--- src/rtl/dmem_arb_pkg.sv ---
// Shared types for the data-memory arbiter: FSM states, port ids and the
// latched request record.
package dmem_arb_pkg;

  typedef enum logic [1:0] {
    ST_IDLE  = 2'd0,
    ST_ISSUE = 2'd1,
    ST_RESP  = 2'd2
  } state_e;

  localparam logic PORT_CPU = 1'b0;
  localparam logic PORT_AUX = 1'b1;

  // Request record widths; the top casts into these, so keep them at least
  // as wide as the top's ADDR_W/DATA_W.
  localparam int REQ_AW = 32;
  localparam int REQ_DW = 32;

  typedef struct packed {
    logic              we;
    logic [REQ_AW-1:0] addr;
    logic [REQ_DW-1:0] wdata;
  } req_t;

endpackage

--- src/rtl/rr_arb2.sv ---
// Two-requester round-robin arbiter; the requester not granted last wins a tie.
module rr_arb2 (
  input  logic [1:0] req,
  input  logic       last_gnt,
  input  logic       en,
  output logic [1:0] gnt
);

  assign gnt[0] = en & req[0] & (~req[1] |  last_gnt);
  assign gnt[1] = en & req[1] & (~req[0] | ~last_gnt);

endmodule

--- src/rtl/dmem_arbiter.sv ---
// Shares one data-memory port between the CPU path (port 0) and an auxiliary
// master (port 1): grant in IDLE, strobe in ISSUE, respond in RESP.
module dmem_arbiter
  import dmem_arb_pkg::*;
#(
  parameter int DEPTH  = 32,
  parameter int ADDR_W = 32,
  parameter int DATA_W = 32
) (
  input  logic              clk,
  input  logic              rst_n,
  input  logic              r0_req,
  input  logic              r0_we,
  input  logic [ADDR_W-1:0] r0_addr,
  input  logic [DATA_W-1:0] r0_wdata,
  output logic              r0_gnt,
  output logic              r0_valid,
  output logic [DATA_W-1:0] r0_rdata,
  output logic              r0_err,
  input  logic              r1_req,
  input  logic              r1_we,
  input  logic [ADDR_W-1:0] r1_addr,
  input  logic [DATA_W-1:0] r1_wdata,
  output logic              r1_gnt,
  output logic              r1_valid,
  output logic [DATA_W-1:0] r1_rdata,
  output logic              r1_err,
  output logic [ADDR_W-1:0] mem_addr,
  output logic              mem_re,
  output logic              mem_we,
  output logic [DATA_W-1:0] mem_wdata,
  input  logic [DATA_W-1:0] mem_rdata
);

  state_e            r_state;
  req_t              r_req;
  logic              r_last;
  logic              r_port;
  logic              r_err;
  logic              r_mem_re;
  logic              r_mem_we;
  logic [1:0]        r_valid;
  logic [1:0]        r_err_o;
  logic [DATA_W-1:0] r_rdata0;
  logic [DATA_W-1:0] r_rdata1;

  logic [1:0]        w_gnt;
  logic              w_port;
  logic              w_we;
  logic [ADDR_W-1:0] w_addr;
  logic [DATA_W-1:0] w_wdata;
  logic              w_err;
  logic [DATA_W-1:0] w_rsp;

  rr_arb2 u_arb (
    .req      ({r1_req, r0_req}),
    .last_gnt (r_last),
    .en       (r_state == ST_IDLE),
    .gnt      (w_gnt)
  );

  assign w_port  = w_gnt[1];
  assign w_we    = (w_port == PORT_AUX) ? r1_we    : r0_we;
  assign w_addr  = (w_port == PORT_AUX) ? r1_addr  : r0_addr;
  assign w_wdata = (w_port == PORT_AUX) ? r1_wdata : r0_wdata;

  // Checked on the winning address so the ISSUE strobes can be registered;
  // the result is latched alongside the request and reported in RESP.
  assign w_err = (w_addr[1:0] != 2'b00) || ((w_addr >> 2) >= ADDR_W'(DEPTH));

  assign w_rsp = (!r_err && !r_req.we) ? mem_rdata : '0;

  always_ff @(posedge clk or negedge rst_n) begin
    if (!rst_n) begin
      r_state  <= ST_IDLE;
      r_req    <= '0;
      r_last   <= 1'b1;
      r_port   <= PORT_CPU;
      r_err    <= 1'b0;
      r_mem_re <= 1'b0;
      r_mem_we <= 1'b0;
      r_valid  <= '0;
      r_err_o  <= '0;
      r_rdata0 <= '0;
      r_rdata1 <= '0;
    end else begin
      case (r_state)
        ST_IDLE: begin
          if (|w_gnt) begin
            r_last      <= w_port;
            r_port      <= w_port;
            r_err       <= w_err;
            r_req.we    <= w_we;
            r_req.addr  <= REQ_AW'(w_addr);
            r_req.wdata <= REQ_DW'(w_wdata);
            r_mem_re    <= !w_err && !w_we;
            r_mem_we    <= !w_err &&  w_we;
            r_state     <= ST_ISSUE;
          end
        end
        ST_ISSUE: begin
          r_mem_re <= 1'b0;
          r_mem_we <= 1'b0;
          if (r_port == PORT_AUX) begin
            r_valid[1] <= 1'b1;
            r_err_o[1] <= r_err;
            r_rdata1   <= w_rsp;
          end else begin
            r_valid[0] <= 1'b1;
            r_err_o[0] <= r_err;
            r_rdata0   <= w_rsp;
          end
          r_state <= ST_RESP;
        end
        ST_RESP: begin
          r_valid  <= '0;
          r_err_o  <= '0;
          r_rdata0 <= '0;
          r_rdata1 <= '0;
          r_state  <= ST_IDLE;
        end
        default: r_state <= ST_IDLE;
      endcase
    end
  end

  assign r0_gnt    = w_gnt[0];
  assign r1_gnt    = w_gnt[1];
  assign r0_valid  = r_valid[0];
  assign r1_valid  = r_valid[1];
  assign r0_err    = r_err_o[0];
  assign r1_err    = r_err_o[1];
  assign r0_rdata  = r_rdata0;
  assign r1_rdata  = r_rdata1;
  assign mem_re    = r_mem_re;
  assign mem_we    = r_mem_we;
  assign mem_addr  = ADDR_W'(r_req.addr);
  assign mem_wdata = DATA_W'(r_req.wdata);

endmodule

--- config.mk ---
export PLATFORM = sky130hd
export DESIGN_NAME = dmem_arbiter
export DESIGN_NICKNAME = d
export VERILOG_FILES = /design/src/rtl/dmem_arb_pkg.sv /design/src/rtl/rr_arb2.sv /design/src/rtl/dmem_arbiter.sv
export SDC_FILE = /design/constraint.sdc
export NUM_CORES = 1
export LEC_CHECK = 0
export ABC_AREA = 1
export BUFFER_PORTS_ARGS = -buffer_cell sky130_fd_sc_hd__buf_2
export CORE_MARGIN = 2
export CORE_UTILIZATION = 48
export DETAILED_ROUTE_END_ITERATION = 8
export HOLD_SLACK_MARGIN = 0.05
export MAX_ROUTING_LAYER = met4
export PLACE_DENSITY = 0.83
export SLEW_MARGIN = 0
export SYNTH_ARGS = -nofsm -noshare
export SYNTH_HDL_FRONTEND = slang
export SYNTH_SLANG_ARGS = --single-unit
--- constraint.sdc ---
create_clock -name clk -period 2.2 [get_ports clk]
set_input_delay 0.44 -clock clk [delete_from_list [all_inputs] [get_ports clk]]
set_output_delay 0.44 -clock clk [all_outputs]
set_load 0.005 [all_outputs]
==> results of run 1 <==
[per-layer routing]
metal,global-route usage [%],vias to the layer above,wire [µm]
li1,-,3045,-
met1,29.1,2926,7400
met2,38.7,278,9020
met3,6.00,40,1390
met4,11.2,0,424
met5,-,-,0
[flip-flops by register name (all words and copies together), names as in the netlist]
signal	cells
r_err	1
mem_we	1
r_state	2
r_req	1
mem_re	1
r0_rdata	32
mem_addr	32
r_valid	2
r1_rdata	32
r_err_o	2
mem_wdata	32
r_last	1
r_port	1
[cell usage in the layout, fill, tap and decap left out, drive strengths merged]
cell and instances:
nand2 238, dlygate4sd3 1, clkbuf 18, dfstp 1, nand3b 1, o21a 36, bufinv 1, mux2i 2
nand3 96, mux2 8, nor2 19, nand4 22, a21oi 1, clkinvlp 2, buf 324, dfrtp 139
inv 55, clkinv 9, o21ai 84
[cell usage after synthesis, types with 2 or more instances]
library cell	n	share of area, %
mux2_2	8	1.3
dfrtp_1	139	51
nand4_1	22	2.0
inv_1	49	2.7
buf_2	24	1.8
nand2_1	238	13
nor2_2	2	0.18
nor2_1	16	0.88
buf_1	4	0.22
o21a_1	36	4.0
nand3_1	95	6.9
inv_2	4	0.22
mux2i_1	2	0.29
buf_4	68	7.5
clkbuf_1	20	1.1
o21ai_0	63	4.6
o21ai_1	21	1.5
[cell families (layout without fill, tap and decap cells)]
kind of cell / count (synthesis) / after routing / share of synthesized area (%)
buffers and inverters: 169 / 410 / 13.4
flip-flops: 140 / 140 / 51.2
AO/OA/AOI/OAI: 121 / 121 / 10.2
multiplexers: 10 / 10 / 1.61
AND/OR/NAND/NOR: 376 / 376 / 23.5
[power breakdown]
| group | switching, µW | internal (µW) |
|---|---|---|
| Combinational | 2850 | 2060 |
| Sequential | 649 | 3770 |
| Clock | 1100 | 1580 |
[final cells by class]
cell class / count / area, µm²
Fill cell: 1188 / 5220
Sequential cell: 140 / 3500
Multi-Input combinational cell: 507 / 2430
Timing Repair Buffer: 325 / 1750
Clock buffer: 18 / 439
Tap cell: 180 / 225
Inverter: 53 / 199
Clock inverter: 14 / 119
[worst max-delay path, delay by kind of cell (launching register included)]
family | cells | cell delay (ps)
buf+inv | 3 | 480
flops | 1 | 400
simple gates | 2 | 370
[path summary, 6_finish.rpt]
check,start,end,depth (start not counted)
max in group asynchronous,rst_n,r_last$_DFFE_PN1P_,3
setup / recovery,r_state[1]$_DFFE_PN0P_,r1_gnt,5
hold / removal,mem_rdata[17],r0_rdata[17]$_DFFE_PN0P_,3
setup reg to reg,r_last$_DFFE_PN1P_,r_err$_DFFE_PN0P_,12
min in group asynchronous,rst_n,mem_addr[20]$_DFFE_PN0P_,2
hold reg to reg,r_valid[0]$_DFFE_PN0P_,r_valid[0]$_DFFE_PN0P_,2
[stage by stage]
step | area, µm² | std cells | util [%] | power, µW
floorplan | 6840 | 816 | - | 7900
global placement | 8100 | 1204 | 58.3 | 9190
detailed placement | 8100 | 1204 | 58.3 | 9350
CTS | 8660 | 1237 | 62.4 | 12100
global route | 8660 | 1237 | 62.4 | 12900
finish | 8660 | 1237 | 62.4 | 12000
==> impl_metrics.json, run 1 <==
{
  "grt.total_usage_pct": 24.3,
  "diodes": 0,
  "grt-ovfl-total": 0,
  "slew_headroom_pct": 60.4,
  "crit_path_top_delay_cell": "dfrtp_1",
  "setup_viol": 0,
  "syn_nets": 982,
  "synthArstFlopShare_pct": 100,
  "worstPathCellList": "nor2_4 -> nand3_2 -> inv_2 -> buf_12 -> buf_2",
  "cp.arrival_ps": 1670,
  "yosysUniqueCellTypes": 22,
  "dieArea_um2": 15200,
  "setup_ws_ps": 91.2,
  "critical_path_class": "flip-flop to output port",
  "period_minus_slack_ps": 2110,
  "critPathMaxStageDelay_ps": 400,
  "cp_max_fo": 32,
  "drt_wl_total_um": 18200,
  "die_x_um": 123,
  "crit_path_end_kind": "output port",
  "finClkSkew_ps": 9.07,
  "slew_viol_final": 0,
  "period_share_pct": 95.9,
  "gp_congestion": 0.951,
  "p_per_area_nw_per_um2": 1390,
  "grt_max_degree": 63,
  "hold_slack_ps": 302,
  "setup_tns_ps": 0,
  "ys_warn_count": 0,
  "clock-root-buffer": "clkbuf_16",
  "synth-seq-cells": 140,
  "ctsResizeCount": 0,
  "maxCapViolations": 0,
  "post-cts-setup-buffer-count": 0,
  "pin_count": 302,
  "numCtsBuffers": 17,
  "area_delta_synth_final_pct": 26.6,
  "drt-vias-per-instance": 5.08,
  "drtPass1Iterations": 5,
  "synth_ff_type": "dfrtp_1",
  "cts-htree-levels": 4,
  "cts_hold_buf": 1,
  "synth_edf_count": 0,
  "avgSynthCellArea_um2": 8.38,
  "status": "completed",
  "clock_sinks": 140,
  "antenna_found_initial": 0,
  "vias": 6289,
  "drt-wirelength-per-cell_um": 14.7,
  "p_leak_uw": 0.00475,
  "netlist_area_um2": 6840,
  "max-vdd-ir-drop_v": 0.000947,
  "drive_gt1_share_pct": 35.8,
  "maxClockFrequency_mhz": 474,
  "grt_pass1_wl_um": 27900,
  "hold_violations": 0,
  "yosysSeqAreaShare_pct": 51.2,
  "core-area_um2": 13900,
  "die_y_um": 123,
  "rows": 43,
  "num-nets-final": 1210,
  "ant_nets": 0,
  "rsz0062_at_grt": "no",
  "grt_pass1_vias": 5901,
  "cts_tree": "done",
  "place_ws_ps": 344,
  "route.detailed.drc": 0,
  "clock_path_buffers": 2,
  "place.detailed.hpwl_um": 13400,
  "worst-slew-pin-transition_ps": 594,
  "drt-initial-drc-count": 397,
  "start_util_pct": 49.3,
  "hp-class": "input pin to flip-flop",
  "ff2ff_setup_slack_ps": 340,
  "required_ps": 1760,
  "clk_pin_slew_worst_paths_ps": 60,
  "syn_inst": 816,
  "start_kind": "flip-flop",
  "clk_latency_ps": 410,
  "io_buffers": 301
}
Note: power is estimated with default switching activity, not from simulation.
==> run 2, diff against run 1 <==
--- a/config.mk
+++ b/config.mk
@@ -13,6 +13,7 @@
 export HOLD_SLACK_MARGIN = 0.05
 export MAX_ROUTING_LAYER = met4
 export PLACE_DENSITY = 0.83
+export REMOVE_ABC_BUFFERS = 1
 export SLEW_MARGIN = 0
 export SYNTH_ARGS = -nofsm -noshare
 export SYNTH_HDL_FRONTEND = slang
==> run 2 against run 1 <==
  * Final cell count did not move
  * Clock power rose by 9.3%
  * Sequential share of layout area fell by 0.25 points
  * Critical endpoint is now r0_gnt
==> impl_metrics.json, run 2 (synthesis gave the netlist of run 1 again) <==
{
  "clk_latency_ps": 420,
  "hold_violations": 0,
  "critical_path_buf_inv_count": 1,
  "vias": 6295,
  "clk_pin_slew_worst_paths_ps": 60,
  "slew_viol_final": 0,
  "pin_count": 302,
  "final_common_cell": "buf_2",
  "worstPathCellList": "nor2_4 -> nand2_1 -> a21oi_4 -> buf_2",
  "power_uw": 12200,
  "core-area_um2": 13900,
  "required_ps": 1760,
  "clock_sinks": 140,
  "p_per_area_nw_per_um2": 1400,
  "n_fill_cell": 1212,
  "max-vdd-ir-drop_v": 0.000759,
  "min_from": "mem_rdata[7]",
  "cp.arrival_ps": 1640,
  "drive_gt1_share_pct": 35.7,
  "dieArea_um2": 15200,
  "grt-ovfl-total": 0,
  "ant_nets": 0,
  "route.detailed.drc": 0,
  "maxClockFrequency_mhz": 481,
  "rr_worst_depth": 7,
  "ff_latch_area_um2": 3500,
  "grt_pass1_vias": 5878,
  "grt.total_usage_pct": 24.9,
  "ff2ff_setup_slack_ps": 340,
  "drtPass1Iterations": 5,
  "p_leak_uw": 0.00476,
  "finClkSkew_ps": 6.67,
  "cp_max_fo": 11,
  "critical_path_class": "flip-flop to output port",
  "cts-htree-levels": 4,
  "drt_wl_total_um": 18700,
  "setup_viol": 0,
  "start_kind": "flip-flop",
  "numCtsBuffers": 17,
  "area_delta_synth_final_pct": 27.4,
  "rsz0062_at_grt": "no",
  "hp-class": "input pin to flip-flop",
  "cp.depth": 4,
  "rows": 43,
  "die_y_um": 123,
  "slew_headroom_pct": 59.2,
  "io_buffers": 301,
  "reg2reg_from": "r_state[1]$_DFFE_PN0P_",
  "gp_congestion": 0.859,
  "status": "completed",
  "cts_tree": "done",
  "period_share_pct": 94.5,
  "hold_slack_ps": 291,
  "hold-path-cell-count": 3,
  "maxCapViolations": 0,
  "num-nets-final": 1209,
  "antenna_found_initial": 0,
  "clock-root-buffer": "clkbuf_16",
  "grt_max_degree": 61,
  "drt-wirelength-per-cell_um": 15.1,
  "crit_path_end_kind": "output port",
  "start_util_pct": 49.3,
  "drt-vias-per-instance": 5.09,
  "min_delay_worst_endpoint": "r0_rdata[7]$_DFFE_PN0P_",
  "r2r_end": "mem_wdata[30]$_DFFE_PN0P_",
  "setup_tns_ps": 0,
  "worst-slew-pin-transition_ps": 612,
  "critical_path.top_delay_family": "simple AND/OR/NAND/NOR gates",
  "crit_path_top_delay_cell": "dfrtp_1",
  "period_minus_slack_ps": 2080,
  "drt-initial-drc-count": 417,
  "die_x_um": 123,
  "place.detailed.hpwl_um": 13700,
  "clock_path_buffers": 2,
  "critPathMaxStageDelay_ps": 400,
  "fin_util_pct": 62.8,
  "final_cell_mix": "300 x buf_2, 236 x nand2_1, 139 x dfrtp_1",
  "multi_input_area_um2": 2440,
  "grt_pass1_wl_um": 28400
}
## run 2: cell types whose count changed in the layout (fill, tap and decap cells not counted)
cell and change:
buf_4 -1, clkinvlp_4 +2, diode_2 +1, clkinv_2 -3, inv_6 -1, bufinv_16 +2, a21oi_4 +1, a21oi_2 -1
## run 2: area by class of cell
| type | instances | share of cell area [%] |
|---|---|---|
| Timing Repair Buffer | 324 | 19.9 |
| Tap cell | 180 | 2.58 |
| Clock inverter | 14 | 1.95 |
| Antenna cell | 1 | 0.0287 |
| Multi-Input combinational cell | 507 | 28.0 |
| Sequential cell | 140 | 40.2 |
| Inverter | 53 | 2.28 |
| Clock buffer | 18 | 5.04 |
## run 2: through the flow
step	area (µm²)	std cells	worst slack, ps
5_1_grt	8720	1236	19.8
2_1_floorplan	6120	700	-3220
3_3_place_gp	8090	1203	361
3_5_place_dp	8090	1203	351
6_report	8720	1237	122
4_1_cts	8710	1236	53.8
## run 2: metal layers
metal  vias up  share of wire (%)  routed length, µm  global-route usage, %
met1      2933                 41               7620                   30.3
met3        36                8.1               1520                   6.37
met5         -                  0                  0                      -
li1       3050                  -                  -                      -
met4         0                1.7                317                   9.38
met2       276                 50               9290                   39.9
## run 2: how the worst max path moves through the flow
stage | startpoint | end | slack, ps
3_3_place_gp | r0_req | r_err$_DFFE_PN0P_ | 360
5_1_grt | r_state[1]$_DFFE_PN0P_ | r1_gnt | 20
3_5_place_dp | r0_req | mem_we$_DFFE_PN0P_ | 350
6_report | r_state[1]$_DFFE_PN0P_ | r0_gnt | 120
2_1_floorplan | r_last$_DFFE_PN1P_ | mem_addr[2]$_DFFE_PN0P_ | -3220
4_1_cts | r_state[1]$_DFFE_PN0P_ | r0_gnt | 50
## run 2: power by group
| group | switching (µW) | internal, µW | leakage (µW) | total, µW |
|---|---|---|---|---|
| combinational | 2830 | 2050 | 0.00270 | 4880 |
| sequential | 655 | 3760 | 0.00177 | 4420 |
| clock | 1120 | 1810 | 0.000288 | 2930 |
## run 2: timing repair
item	4_1_cts	5_1_grt
hold endpoints to repair	48	0
setup endpoints to repair	0	1
gates resized for setup	0	1
hold buffers	1	0
setup buffers	0	0
## run 2: worst min-delay path: cells and delay by family
kind / cells / cell delay (ps)
buffers and inverters: 1 / 100
AO/OA/AOI/OAI: 1 / 70
AND/OR/NAND/NOR: 1 / 60
==> run 3, diff against run 2 <==
--- a/config.mk
+++ b/config.mk
@@ -8,11 +8,11 @@
 export ABC_AREA = 1
 export BUFFER_PORTS_ARGS = -buffer_cell sky130_fd_sc_hd__buf_2
 export CORE_MARGIN = 2
-export CORE_UTILIZATION = 48
+export CORE_UTILIZATION = 30
 export DETAILED_ROUTE_END_ITERATION = 8
 export HOLD_SLACK_MARGIN = 0.05
 export MAX_ROUTING_LAYER = met4
-export PLACE_DENSITY = 0.83
+export PLACE_DENSITY = 0.57
 export REMOVE_ABC_BUFFERS = 1
 export SLEW_MARGIN = 0
 export SYNTH_ARGS = -nofsm -noshare
==> run 3 against run 2 <==
  * Worst hold slack barely moved
  * Via count down 2.4%
  * Global-route usage decreased by 7.6 points
  * Critical path depth is the same
  * Utilization decreased by 24 points
  * Clock skew increased by 7.1 ps
  * Largest cell class unchanged
  * Largest power group unchanged
==> impl_metrics.json, run 3 (synthesis gave the netlist of run 1 again) <==
{
  "status": "completed",
  "die_y_um": 155,
  "clkPwrFrac_pct": 23.4,
  "placed_area_um2": 8220,
  "vias": 6147,
  "clock_sinks": 140,
  "crit_path_end_kind": "output port",
  "grt_pass1_wl_um": 31700,
  "grt_pass1_vias": 5979,
  "cts-htree-levels": 4,
  "antenna_found_initial": 0,
  "ctsResizeCount": 0,
  "clk_latency_ps": 420,
  "drtPass1Iterations": 5,
  "fin_cells": 1342,
  "hp-class": "input pin to flip-flop",
  "ff2ff_setup_slack_ps": 380,
  "clock-root-buffer": "clkbuf_16",
  "dieArea_um2": 24000,
  "clk_pin_slew_worst_paths_ps": 60,
  "place_inst": 1310,
  "drt-vias-per-instance": 4.58,
  "critPathLaunch": "r_state[1]$_DFFE_PN0P_",
  "finClkSkew_ps": 13.7,
  "final_cell_mix": "300 x buf_2, 236 x nand2_1, 139 x dfrtp_1",
  "core-area_um2": 22500,
  "maxClockFrequency_mhz": 494,
  "p_seq_share_pct": 36.2,
  "hold_violations": 0,
  "setup_ws_ps": 174,
  "grt.total_usage_pct": 17.2,
  "cp.arrival_ps": 1590,
  "drt-initial-drc-count": 355,
  "pin_count": 302,
  "p_leak_uw": 0.00474,
  "num-nets-final": 1211,
  "max-vdd-ir-drop_v": 0.000444,
  "cp_max_fo": 16,
  "io_buffers": 301,
  "power_uw": 12200,
  "cts_tree": "done",
  "period_share_pct": 92.1,
  "place_ws_ps": 302,
  "grt-ovfl-total": 0,
  "clock_path_buffers": 2,
  "setup_viol": 0,
  "power_frac_comb_pct": 40.5,
  "start_util_pct": 30.4,
  "stdcell_area_um2": 8810,
  "numCtsBuffers": 17,
  "p_per_area_nw_per_um2": 1380,
  "route.detailed.drc": 0,
  "gp_congestion": 0.811,
  "power.switching_uw": 4670,
  "ant_nets": 0,
  "grt_max_degree": 61,
  "place.detailed.hpwl_um": 14900,
  "drt_wl_total_um": 20300,
  "final_common_cell": "buf_2",
  "critical_path_class": "flip-flop to output port",
  "area_delta_synth_final_pct": 28.7,
  "period_minus_slack_ps": 2030,
  "slew_viol_final": 0,
  "min_from": "mem_rdata[15]",
  "drive_gt1_share_pct": 35.7,
  "hold_slack_ps": 290,
  "reg2reg_from": "r_last$_DFFE_PN1P_",
  "slew_headroom_pct": 55.8,
  "rows": 55,
  "switching_share_pct": 38.4,
  "die_x_um": 155,
  "p_int_uw": 7500,
  "start_kind": "flip-flop",
  "maxCapViolations": 0,
  "required_ps": 1760,
  "drt-wirelength-per-cell_um": 15.1,
  "rsz0062_at_grt": "no",
  "diodes": 0,
  "worst-slew-pin-transition_ps": 663
}
==> run 3: cell types whose count changed in the layout (fill, tap and decap cells not counted) <==
cell       change
a21oi_2        +1
a21oi_4        -1
buf_12         -1
buf_4          +3
bufinv_16      -1
clkbuf_1       +1
clkbuf_8       -1
clkinv_2       -1
diode_2        -1
inv_6          +1
==> run 3: worst paths after layout <==
check	endpoint	cells past startpoint
max	r1_gnt	4
min	r1_rdata[15]$_DFFE_PN0P_	3
max reg2reg	r_err$_DFFE_PN0P_	12
min reg2reg	mem_addr[31]$_DFFE_PN0P_	2
max in group asynchronous	r_valid[1]$_DFFE_PN0P_	3
min in group asynchronous	r1_rdata[3]$_DFFE_PN0P_	2
==> run 3: per-stage QoR <==
stage	utilization, %	setup TNS [ps]
floorplan	-	-191780
global placement	36.5	0
detailed placement	36.5	0
CTS	39.1	0
global route	39.1	0
finish	39.1	0
==> run 3: power groups by stage <==
stage          Sequential [µW]  Clock [µW]  Combinational, µW
2_1_floorplan             4490           0               2420
3_3_place_gp              4430           0               4970
3_5_place_dp              4450           0               5020
4_1_cts                   4420        2940               5020
5_1_grt                   4560        3050               5590
6_report                  4400        2840               4920
==> run 3: metal layers <==
layer	wire (µm)	global-route usage (%)	part of all wire (%)
met1	9040	22.0	45
met2	9580	27.7	47
met3	1370	3.73	6.8
met4	274	4.89	1.4
met5	0	-	0
==> run 3: cell type report <==
type / count / area, µm²
tap: 285 / 357
timing repair buffer: 326 / 1740
multi-input combinational: 507 / 2430
fill: 2346 / 13700
sequential: 140 / 3500
clock buffer: 18 / 429
clock inverter: 13 / 144
inverter: 53 / 199
==> run 3: worst max-delay path, cell delays in order, from the launching register on <==
cell     delay [ps]
dfrtp_1         400
nor2_4          160
nand3_2         130
inv_2           300
buf_2           180
==> run 3: repair_timing <==
action	4_1_cts	5_1_grt
hold buffers	1	0
hold endpoints to repair	24	0
setup buffers	0	0
